--- src/rtl/feature_arb_pkg.sv ---
// Shared defaults, state encoding and index helper for the feature-memory arbiter.
package feature_arb_pkg;

    localparam int unsigned NREQ_DEF      = 3;
    localparam int unsigned AW_DEF        = 12;
    localparam int unsigned DW_DEF        = 32;
    localparam int unsigned MAX_BURST_DEF = 16;

    typedef enum logic {
        IDLE = 1'b0,
        OWN  = 1'b1
    } arb_state_t;

    function automatic int unsigned wrap_inc(input int unsigned idx, input int unsigned n);
        return (idx + 1 >= n) ? 0 : idx + 1;
    endfunction

endpackage

--- src/rtl/rr_priority_picker.sv ---
// Round-robin picker: first asserted request at or above ptr, wrapping to 0.
module rr_priority_picker #(
    parameter int unsigned NREQ = 3,
    parameter int unsigned PW   = 2
) (
    input  logic [NREQ-1:0] req,
    input  logic [PW-1:0]   ptr,
    output logic [NREQ-1:0] win_oh,
    output logic [PW-1:0]   win_idx
);

    int unsigned best_d;
    int unsigned d;

    // Smallest circular distance from ptr wins; ties impossible since distances are unique.
    always_comb begin
        win_oh  = '0;
        win_idx = '0;
        best_d  = NREQ;
        d       = 0;
        for (int unsigned i = 0; i < NREQ; i++) begin
            d = (i >= 32'(ptr)) ? i - 32'(ptr) : i + NREQ - 32'(ptr);
            if (req[i] && d < best_d) begin
                best_d    = d;
                win_idx   = PW'(i);
                win_oh    = '0;
                win_oh[i] = 1'b1;
            end
        end
    end

endmodule

--- src/rtl/feature_mem_arbiter.sv ---
// Round-robin arbiter with locked bursts in front of a single-port feature memory.
module feature_mem_arbiter
    import feature_arb_pkg::*;
#(
    parameter int unsigned NREQ      = NREQ_DEF,
    parameter int unsigned AW        = AW_DEF,
    parameter int unsigned DW        = DW_DEF,
    parameter int unsigned MAX_BURST = MAX_BURST_DEF
) (
    input  logic                 clk,
    input  logic                 reset,
    input  logic [NREQ-1:0]      req,
    input  logic [NREQ-1:0]      lock,
    input  logic [NREQ-1:0]      we,
    input  logic [NREQ*AW-1:0]   addr,
    input  logic [NREQ*DW-1:0]   wdata,
    output logic [NREQ-1:0]      gnt,
    output logic [NREQ-1:0]      rvalid,
    output logic [DW-1:0]        rdata,
    output logic [AW-1:0]        feature_addr,
    output logic [DW-1:0]        feature_data,
    output logic                 feature_mem_en,
    input  logic [DW-1:0]        feature_idata,
    output logic                 busy
);

    localparam int unsigned PW = (NREQ > 1) ? $clog2(NREQ) : 1;
    localparam int unsigned CW = $clog2(MAX_BURST + 1);

    arb_state_t      state;
    logic [PW-1:0]   owner;
    logic [PW-1:0]   ptr;
    logic [CW-1:0]   burst_cnt;
    logic [CW-1:0]   burst_inc;
    logic [NREQ-1:0] rd_pend;
    logic [NREQ-1:0] pick_oh;
    logic [PW-1:0]   pick_idx;
    logic [PW-1:0]   sel_idx;
    logic [AW-1:0]   sel_addr;
    logic [DW-1:0]   sel_wdata;
    logic            sel_lock;
    logic            sel_we;
    logic            accept;

    rr_priority_picker #(
        .NREQ (NREQ),
        .PW   (PW)
    ) u_picker (
        .req     (req),
        .ptr     (ptr),
        .win_oh  (pick_oh),
        .win_idx (pick_idx)
    );

    always_comb begin
        gnt = '0;
        if (reset) begin
            if (state == IDLE) begin
                gnt = pick_oh;
            end else begin
                for (int unsigned i = 0; i < NREQ; i++) begin
                    if (owner == PW'(i)) gnt[i] = req[i];
                end
            end
        end
    end

    always_comb begin
        sel_idx   = (state == OWN) ? owner : pick_idx;
        sel_addr  = '0;
        sel_wdata = '0;
        sel_lock  = 1'b0;
        sel_we    = 1'b0;
        for (int unsigned i = 0; i < NREQ; i++) begin
            if (sel_idx == PW'(i)) begin
                sel_addr  = addr[i*AW +: AW];
                sel_wdata = wdata[i*DW +: DW];
                sel_lock  = lock[i];
                sel_we    = we[i];
            end
        end
    end

    assign accept    = |gnt;
    assign burst_inc = burst_cnt + 1'b1;
    assign busy      = (state == OWN) | (|rd_pend) | (|rvalid);

    always_ff @(posedge clk or negedge reset) begin
        if (!reset) begin
            state          <= IDLE;
            owner          <= '0;
            ptr            <= '0;
            burst_cnt      <= '0;
            rd_pend        <= '0;
            rvalid         <= '0;
            rdata          <= '0;
            feature_addr   <= '0;
            feature_data   <= '0;
            feature_mem_en <= 1'b0;
        end else begin
            feature_mem_en <= 1'b0;
            rd_pend        <= gnt & ~we;
            rvalid         <= rd_pend;
            if (|rd_pend) rdata <= feature_idata;
            if (accept) begin
                feature_addr   <= sel_addr;
                feature_data   <= sel_wdata;
                feature_mem_en <= sel_we;
            end

            case (state)
                IDLE: begin
                    if (accept) begin
                        if (sel_lock && MAX_BURST > 1) begin
                            state     <= OWN;
                            owner     <= sel_idx;
                            burst_cnt <= CW'(1);
                        end else begin
                            ptr <= PW'(wrap_inc(32'(sel_idx), NREQ));
                        end
                    end
                end
                OWN: begin
                    // No accept here means the owner dropped req this cycle.
                    if (!accept || !sel_lock || burst_inc == CW'(MAX_BURST)) begin
                        state     <= IDLE;
                        ptr       <= PW'(wrap_inc(32'(owner), NREQ));
                        burst_cnt <= '0;
                    end else begin
                        burst_cnt <= burst_inc;
                    end
                end
                default: state <= IDLE;
            endcase
        end
    end

endmodule

--- config.mk ---
export PLATFORM = sky130hd
export DESIGN_NAME = feature_mem_arbiter
export DESIGN_NICKNAME = d
export VERILOG_FILES = /design/src/rtl/feature_arb_pkg.sv /design/src/rtl/rr_priority_picker.sv /design/src/rtl/feature_mem_arbiter.sv
export SDC_FILE = /design/constraint.sdc
export NUM_CORES = 1
export LEC_CHECK = 0
export ABC_CLOCK_PERIOD_IN_PS = 9100
export BUFFER_PORTS_ARGS = -buffer_cell sky130_fd_sc_hd__buf_2
export CAP_MARGIN = 20
export CORE_AREA = 2 2 133 83
export DETAILED_ROUTE_END_ITERATION = 7
export DIE_AREA = 0 0 135 85
export GPL_ROUTABILITY_DRIVEN = 0
export PLACE_DENSITY = 0.83
export REMOVE_ABC_BUFFERS = 1
export SLEW_MARGIN = 0
export SYNTH_ARGS = -nofsm -noshare
export SYNTH_HDL_FRONTEND = slang
export SYNTH_SLANG_ARGS = --single-unit
--- constraint.sdc ---
create_clock -name clk -period 9.1 [get_ports clk]
set_input_delay 1.82 -clock clk [delete_from_list [all_inputs] [get_ports clk]]
set_output_delay 1.82 -clock clk [all_outputs]
set_load 0.01 [all_outputs]
==> summary.txt, run 1 <==
================================================================================
Run status                                                             completed
Number of placement rows                                                      29
Worst vdd rail ir drop                                                  0.164 mV
Total number of cells along the worst setup path                              13
Insertion delay to the later sink of the worst-skew pair                 0.33 ns
Min setup slack post-route                                               2.69 ns
Clock period minus worst slack                                           6.41 ns
Cell area after placement                                              6280 um^2
Setup violation total in the final timing report                               0
Sum of negative setup slack                                                 0 ns
Commonest cells in the synthesized netlist                          93 x sky130_fd_sc_hd__dfrtp_1, 79 x sky130_fd_sc_hd__mux2_2, 49 x sky130_fd_sc_hd__nor2_1, 48 x sky130_fd_sc_hd__a21oi_1, 45 x sky130_fd_sc_hd__a22oi_1
Number of pins exceeding their max-slew limit in the final report              0
Post-Synthesis Cells                                                         451
Share of the synthesized area in the top cell type                         47.3%
Cell chain of the critical path                                     buf_2 > nor2b_1 > ha_1 > a21bo_2 > nand2_1 > o21ai_0 > ha_1 > nand3_1 > a211o_1 > o211ai_4 > and3_1 > o21a_1 > buf_2
TritonCTS clock tree                                                        done
WP data required                                                         7.28 ns
Top delay family on crit path                                       compound AO/OA/AOI/OAI gates
Primary flip-flop cell chosen by synthesis mapping                  sky130_fd_sc_hd__dfrtp_1
Measured slew at the worst slew-check pin                                1.05 ns
Per-instance average area after synthesis                              10.9 um^2
Average via count per standard cell                                         5.23
Reg2reg setup slack                                                      4.06 ns
Port Buf Inserts                                                             258
Final clock period utilization by the worst path                           70.5%
Number of antenna violations at the first check in global routing              0
Count leader, synth                                                 sky130_fd_sc_hd__dfrtp_1
Buf/Inv on CP                                                                  2
Post-detail-place hpwl                                                   10.1 mm
Depth of the most critical reg-to-reg path                                    17
Vias in the first global route                                             4,514
Cell accounting for the most synthesized area                       sky130_fd_sc_hd__dfrtp_1
Maximum number of pins on one net before global-route repair                  64
Clock-pin transition on the worst setup and hold timing paths            0.07 ns
I/O pin count                                                                259
Wire length of the first global-routing pass                             21.3 mm
End of the worst register-to-register path                          ptr[1]$_DFFE_PN0P_
Y dimension of the die                                                     85 um
Startpoint type of the worst setup path                                input pin
Detailed-routing iteration count for the pre-antenna-repair pass               4
Pwr dens                                                             326 nW/um^2
Num CTS Buffers                                                                9
Maximum fanout count along the critical path                                  14
Die area                                                             11,500 um^2
Hold path cells                                                                0
Crit path to                                                              gnt[1]
Maximum cell stage delay along the critical path                         0.35 ns
Final Cell Area                                                        6560 um^2
Synth warn                                                                     0
Most area-consuming cells after synthesis                           sky130_fd_sc_hd__dfrtp_1 47%, sky130_fd_sc_hd__mux2_2 18%, sky130_fd_sc_hd__a22oi_1 6.9%
Synth unique cells                                                            45
Routed via count                                                           4,399
Sum of overflow across all layers after global routing                         0
Sequential share of the synthesized area                                   47.3%
Clk sinks                                                                     93
Iter 0 DRT Violations                                                        166
Maximum level of the CTS H-tree                                                3
Final routed wire length divided by cell count                           15.9 um
Antenna diodes                                                                 0
Fraction of layout cells with a size suffix above 1                        52.7%
Post-synth EDFFs                                                               0
Critical path type                                                  input pin to primary output
R2R Path Start                                                      ptr[1]$_DFFE_PN0P_
Worst hold-check slack                                                  0.400 ns
Growth of design area from synthesis to finish                             33.4%
Utilization after layout                                                   63.7%
Seq cells post-synth                                                          93
Post-synthesis cell area                                               4920 um^2
Category of the worst setup path capture point                      primary output
Path category of the worst min-delay check                          flop to flop
# Post-CTS Setup Buffers                                                       0
Hold Buf Count CTS                                                             0
Die Width                                                                 135 um
Unrepaired setup endpoints after global routing                               no
Setup slack at placement                                                 2.69 ns
Global-route usage over all layers                                         23.2%
Routed Wire Length                                                       13.3 mm
Max stage delay cell, worst path                                    sky130_fd_sc_hd__a211o_1
Count of endpoints failing hold in the final timing report                     0
CP startpoint                                                             req[0]
Async set-reset flop share out of synthesis                                 100%
Worst clock skew                                                      0.00644 ns
# nets final                                                                 883
FMAX                                                                     156 MHz
Endpoint arrival time on the critical path                               4.59 ns
Static leakage                                                           3.20 nW
Drc violations                                                                 0
Initial cell density of the core                                           47.7%
# resized after CTS                                                            0
Area of the core                                                     10,300 um^2
Max capacitance violation total                                                0
Relative slew slack                                                        30.1%
Remaining antenna violation count                                              0
Root buf cell                                                       sky130_fd_sc_hd__clkbuf_16
Clock Path Buffers                                                             2
================================================================================
[worst reg2reg max path, cell delays in order, from the launching register on]
cell                       delay, ns
sky130_fd_sc_hd__dfrtp_1        0.49
sky130_fd_sc_hd__inv_1          0.13
sky130_fd_sc_hd__ha_1           0.24
sky130_fd_sc_hd__nor2b_1        0.16
sky130_fd_sc_hd__ha_1           0.27
sky130_fd_sc_hd__a21bo_2        0.21
sky130_fd_sc_hd__nand2_1        0.18
sky130_fd_sc_hd__nand2_1        0.12
sky130_fd_sc_hd__o21ai_0        0.08
sky130_fd_sc_hd__ha_1           0.19
sky130_fd_sc_hd__a211o_1        0.26
sky130_fd_sc_hd__a21oi_2        0.20
sky130_fd_sc_hd__o211ai_4       0.21
sky130_fd_sc_hd__a31oi_4        0.77
sky130_fd_sc_hd__buf_4          0.61
sky130_fd_sc_hd__o211ai_1       0.20
sky130_fd_sc_hd__a21oi_1        0.25
sky130_fd_sc_hd__mux2_2         0.36
[cell type report]
type                       instances  area [um^2]
fill                             836         3740
multi-input combinational        321         2410
sequential                        93         2330
timing repair buffer             263         1330
clock buffer                       9          225
tap                              139          174
clock inverter                     7         56.3
inverter                           9         33.8
[layer usage]
| metal | share of wire (%) | up-vias | track usage [%] | routed length [um] |
|---|---|---|---|---|
| li1 | - | 2117 | - | - |
| met3 | 8.1 | 13 | 7.29 | 1080 |
| met2 | 51 | 169 | 41.3 | 6750 |
| met4 | 0.91 | 0 | 5.97 | 121 |
| met5 | 0 | - | 0 | 0 |
| met1 | 40 | 2100 | 27.4 | 5380 |
[power by group]
| group | switching, mW | internal [mW] | leakage (nW) |
|---|---|---|---|
| combinational | 0.579 | 0.479 | 1.97 |
| sequential | 0.125 | 0.605 | 1.09 |
| clock | 0.161 | 0.189 | 0.137 |
[worst min path at each step]
stage,end,start,slack (ns)
final,rvalid[0]$_DFF_PN0_,rd_pend[0]$_DFF_PN0_,0.40
after global routing,rvalid[2]$_DFF_PN0_,rd_pend[2]$_DFF_PN0_,0.42
after CTS,rvalid[0]$_DFF_PN0_,rd_pend[0]$_DFF_PN0_,0.40
after detailed placement,rvalid[2]$_DFF_PN0_,rd_pend[2]$_DFF_PN0_,0.39
after global placement,rvalid[1]$_DFF_PN0_,rd_pend[1]$_DFF_PN0_,0.38
after floorplan,rvalid[2]$_DFF_PN0_,rd_pend[2]$_DFF_PN0_,0.35
[flip-flops by register name, indices dropped and copies added (netlist names)]
register        flops
ptr                 2
rvalid              3
feature_mem_en      1
feature_addr       12
owner               2
feature_data       32
rdata              32
burst_cnt           5
rd_pend             3
state               1
[cell families (layout without fill, tap and decap cells)]
| kind of cell | count (synthesis) | count (layout) | share of synthesized area (%) |
|---|---|---|---|
| muxes | 81 | 81 | 18.5 |
| other | 2 | 5 | 0.153 |
| adders and majority gates | 11 | 11 | 2.80 |
| AOI/OAI and AO/OA | 125 | 125 | 17.6 |
| DFF | 93 | 93 | 47.3 |
| and+or+nand+nor | 96 | 96 | 8.85 |
| buffers and inverters | 40 | 288 | 4.25 |
| xor gates and xnor gates | 3 | 3 | 0.534 |
[placed cells by master, fill, tap and decap left out, types with 2 or more instances in the layout]
cell                          n
sky130_fd_sc_hd__inv_1        9
sky130_fd_sc_hd__a211o_1      2
sky130_fd_sc_hd__dfrtp_1     93
sky130_fd_sc_hd__buf_2      257
sky130_fd_sc_hd__nand2b_1     3
sky130_fd_sc_hd__and3_1       2
sky130_fd_sc_hd__conb_1       5
sky130_fd_sc_hd__mux2i_1      2
sky130_fd_sc_hd__nand3_1     10
sky130_fd_sc_hd__o31ai_1      4
sky130_fd_sc_hd__mux2_2      79
sky130_fd_sc_hd__xor2_1       2
sky130_fd_sc_hd__nor2_1      49
sky130_fd_sc_hd__buf_4        6
sky130_fd_sc_hd__o21a_1       2
sky130_fd_sc_hd__ha_1        11
sky130_fd_sc_hd__o22ai_2      2
sky130_fd_sc_hd__nand2_1     14
sky130_fd_sc_hd__a22oi_1     45
sky130_fd_sc_hd__nor3b_1      2
sky130_fd_sc_hd__clkinv_4     2
sky130_fd_sc_hd__a21oi_1     48
sky130_fd_sc_hd__nor2b_1      7
sky130_fd_sc_hd__inv_6        3
sky130_fd_sc_hd__clkbuf_16    9
sky130_fd_sc_hd__nor3_1       2
sky130_fd_sc_hd__o21ai_0      7
sky130_fd_sc_hd__a21boi_0     2
[metrics by stage]
stage	total power [mW]	cells
floorplan	1.39	423
global placement	1.75	825
detailed placement	1.80	825
CTS	2.16	841
global route	2.30	841
finish	2.14	841
Note: power is estimated with default switching activity, not from simulation.
==> run 2: changes to the inputs <==
- ABC_CLOCK_PERIOD_IN_PS: 9100 -> 6500
- CORE_AREA: 2 2 133 83 -> 2 2 137 86
- DIE_AREA: 0 0 135 85 -> 0 0 139 88
- PLACE_DENSITY: 0.83 -> 0.78
- clock period: 9.1 -> 6.5 ns (I/O delays scaled with it)
==> summary.txt, run 2 (synthesis gave the netlist of run 1 again) <==
================================================================================
Run status                                                             completed
Switching power summed over all nets                                     1.20 mW
Most frequent cells in the layout                                   257 x sky130_fd_sc_hd__buf_2, 93 x sky130_fd_sc_hd__dfrtp_1, 79 x sky130_fd_sc_hd__mux2_2, 49 x sky130_fd_sc_hd__nor2_1, 48 x sky130_fd_sc_hd__a21oi_1
Area of the core                                                     11,000 um^2
Global-route usage over all layers                                         21.5%
Num CTS Buffers                                                                9
Clock Path Buffers                                                             2
Setup violation total in the final timing report                               0
Number of placement rows                                                      30
Initial cell density of the core                                           44.9%
Static leakage                                                           3.22 nW
Final Cell Area                                                        6620 um^2
Worst vdd rail ir drop                                                  0.239 mV
Wire length of the first global-routing pass                             20.9 mm
FMAX                                                                     183 MHz
Root buf cell                                                       sky130_fd_sc_hd__clkbuf_16
Max capacitance violation total                                                0
Registers with the most flip-flops                                  feature_data (32), rdata (32), feature_addr (12)
Maximum level of the CTS H-tree                                                3
Worst clock skew                                                       0.0104 ns
Relative slew slack                                                        31.2%
TritonCTS clock tree                                                        done
Sum of negative setup slack                                                 0 ns
Critical path type                                                  input pin to primary output
Average via count per standard cell                                         5.12
Final clock period utilization by the worst path                           84.2%
Reg power frac                                                             33.3%
Sum of overflow across all layers after global routing                         0
Total power                                                              3.06 mW
Growth of design area from synthesis to finish                             34.6%
I/O pin count                                                                259
Startpoint type of the worst setup path                                input pin
Clock period minus worst slack                                           5.47 ns
Antenna diodes                                                                 0
Vias in the first global route                                             4,213
Fraction of layout cells with a size suffix above 1                        52.6%
Path category of the worst min-delay check                          flop to flop
Drc violations                                                                 0
Cell chain of the critical path                                     buf_2 > nor2b_1 > ha_1 > a21bo_2 > nand2_1 > nand2_1 > o21ai_0 > ha_1 > nand3_1 > a211o_1 > o211ai_4 > and3_1 > o21a_1 > buf_2
Maximum number of pins on one net before global-route repair                  91
Number of placed cells counting well taps                                    830
Clk pwr share                                                              18.4%
Hold Buf Count CTS                                                             0
Maximum fanout count along the critical path                                  14
Count of endpoints failing hold in the final timing report                     0
# resized after CTS                                                            0
Combinational share of power                                               48.3%
Utilization after layout                                                   60.4%
Routed via count                                                           4,332
Cell area after placement                                              6300 um^2
Die area                                                             12,200 um^2
Post-detail-place hpwl                                                   10.1 mm
# nets final                                                                 883
Clk sinks                                                                     93
Internal power component                                                 1.87 mW
Switching power share of the total                                         39.0%
Leading cell type in the layout, fill and taps excluded             sky130_fd_sc_hd__buf_2
Buf/Inv on CP                                                                  2
Clock-pin transition on the worst setup and hold timing paths            0.07 ns
Number of antenna violations at the first check in global routing              0
Remaining antenna violation count                                              0
Top delay family on crit path                                       compound AO/OA/AOI/OAI gates
Category of the worst setup path capture point                      primary output
Number of pins exceeding their max-slew limit in the final report              0
Final routed wire length divided by cell count                           15.8 um
Endpoint arrival time on the critical path                               4.17 ns
Unrepaired setup endpoints after global routing                               no
Die Width                                                                 139 um
# Post-CTS Setup Buffers                                                       0
Detailed-routing iteration count for the pre-antenna-repair pass               5
Pwr dens                                                             462 nW/um^2
Port Buf Inserts                                                             258
Measured slew at the worst slew-check pin                                1.03 ns
Cell Count, Final, Fillers Out                                               846
Iter 0 DRT Violations                                                        254
Y dimension of the die                                                     88 um
Maximum cell stage delay along the critical path                         0.35 ns
Insertion delay to the later sink of the worst-skew pair                 0.33 ns
Routed Wire Length                                                       13.3 mm
Max stage delay cell, worst path                                    sky130_fd_sc_hd__a211o_1
WP data required                                                         5.20 ns
================================================================================
==> run 2: power groups by stage <==
stage	sequential [mW]	combinational, mW	clock [mW]
2_1_floorplan	1.13	0.821	0
3_3_place_gp	1.01	1.44	0
3_5_place_dp	1.02	1.49	0
4_1_cts	1.02	1.50	0.580
5_1_grt	1.05	1.64	0.611
6_report	1.02	1.48	0.564
==> run 2: stage by stage <==
step	setup slack [ns]	hold slack [ns]
floorplan	1.33	0.355
global placement	1.25	0.386
detailed placement	1.08	0.384
CTS	1.07	0.405
global route	0.874	0.409
finish	1.03	0.400
==> run 2: final timing paths <==
kind | from | end | slack, ns | cells after the start
max | req[0] | gnt[1] | 1.03 | 14
min | rd_pend[1]$_DFF_PN0_ | rvalid[1]$_DFF_PN0_ | 0.40 | 0
max reg2reg | ptr[1]$_DFFE_PN0P_ | feature_data[14]$_DFFE_PN0P_ | 1.93 | 16
min reg2reg | rd_pend[1]$_DFF_PN0_ | rvalid[1]$_DFF_PN0_ | 0.40 | 0
max in group asynchronous | reset | feature_data[31]$_DFFE_PN0P_ | 4.48 | 2
min in group asynchronous | reset | owner[0]$_DFFE_PN0P_ | 0.97 | 1
==> run 2: layer usage <==
metal / vias to the layer above / wire [um] / share of wire, % / track usage [%]
li1: 2121 / - / - / -
met1: 2014 / 5620 / 42 / 26.4
met2: 184 / 6440 / 48 / 36.6
met3: 13 / 1140 / 8.6 / 7.93
met4: 0 / 137 / 1.0 / 5.23
met5: - / 0 / 0 / 0
==> run 2: final cells by class <==
type | instances | area, um^2
clock buffers | 10 | 229
clock inverters | 6 | 93.8
fillers | 952 | 4340
inverters | 9 | 33.8
multi-input cells | 321 | 2410
flip-flops and latches | 93 | 2330
well taps | 144 | 180
repair buffers | 263 | 1340
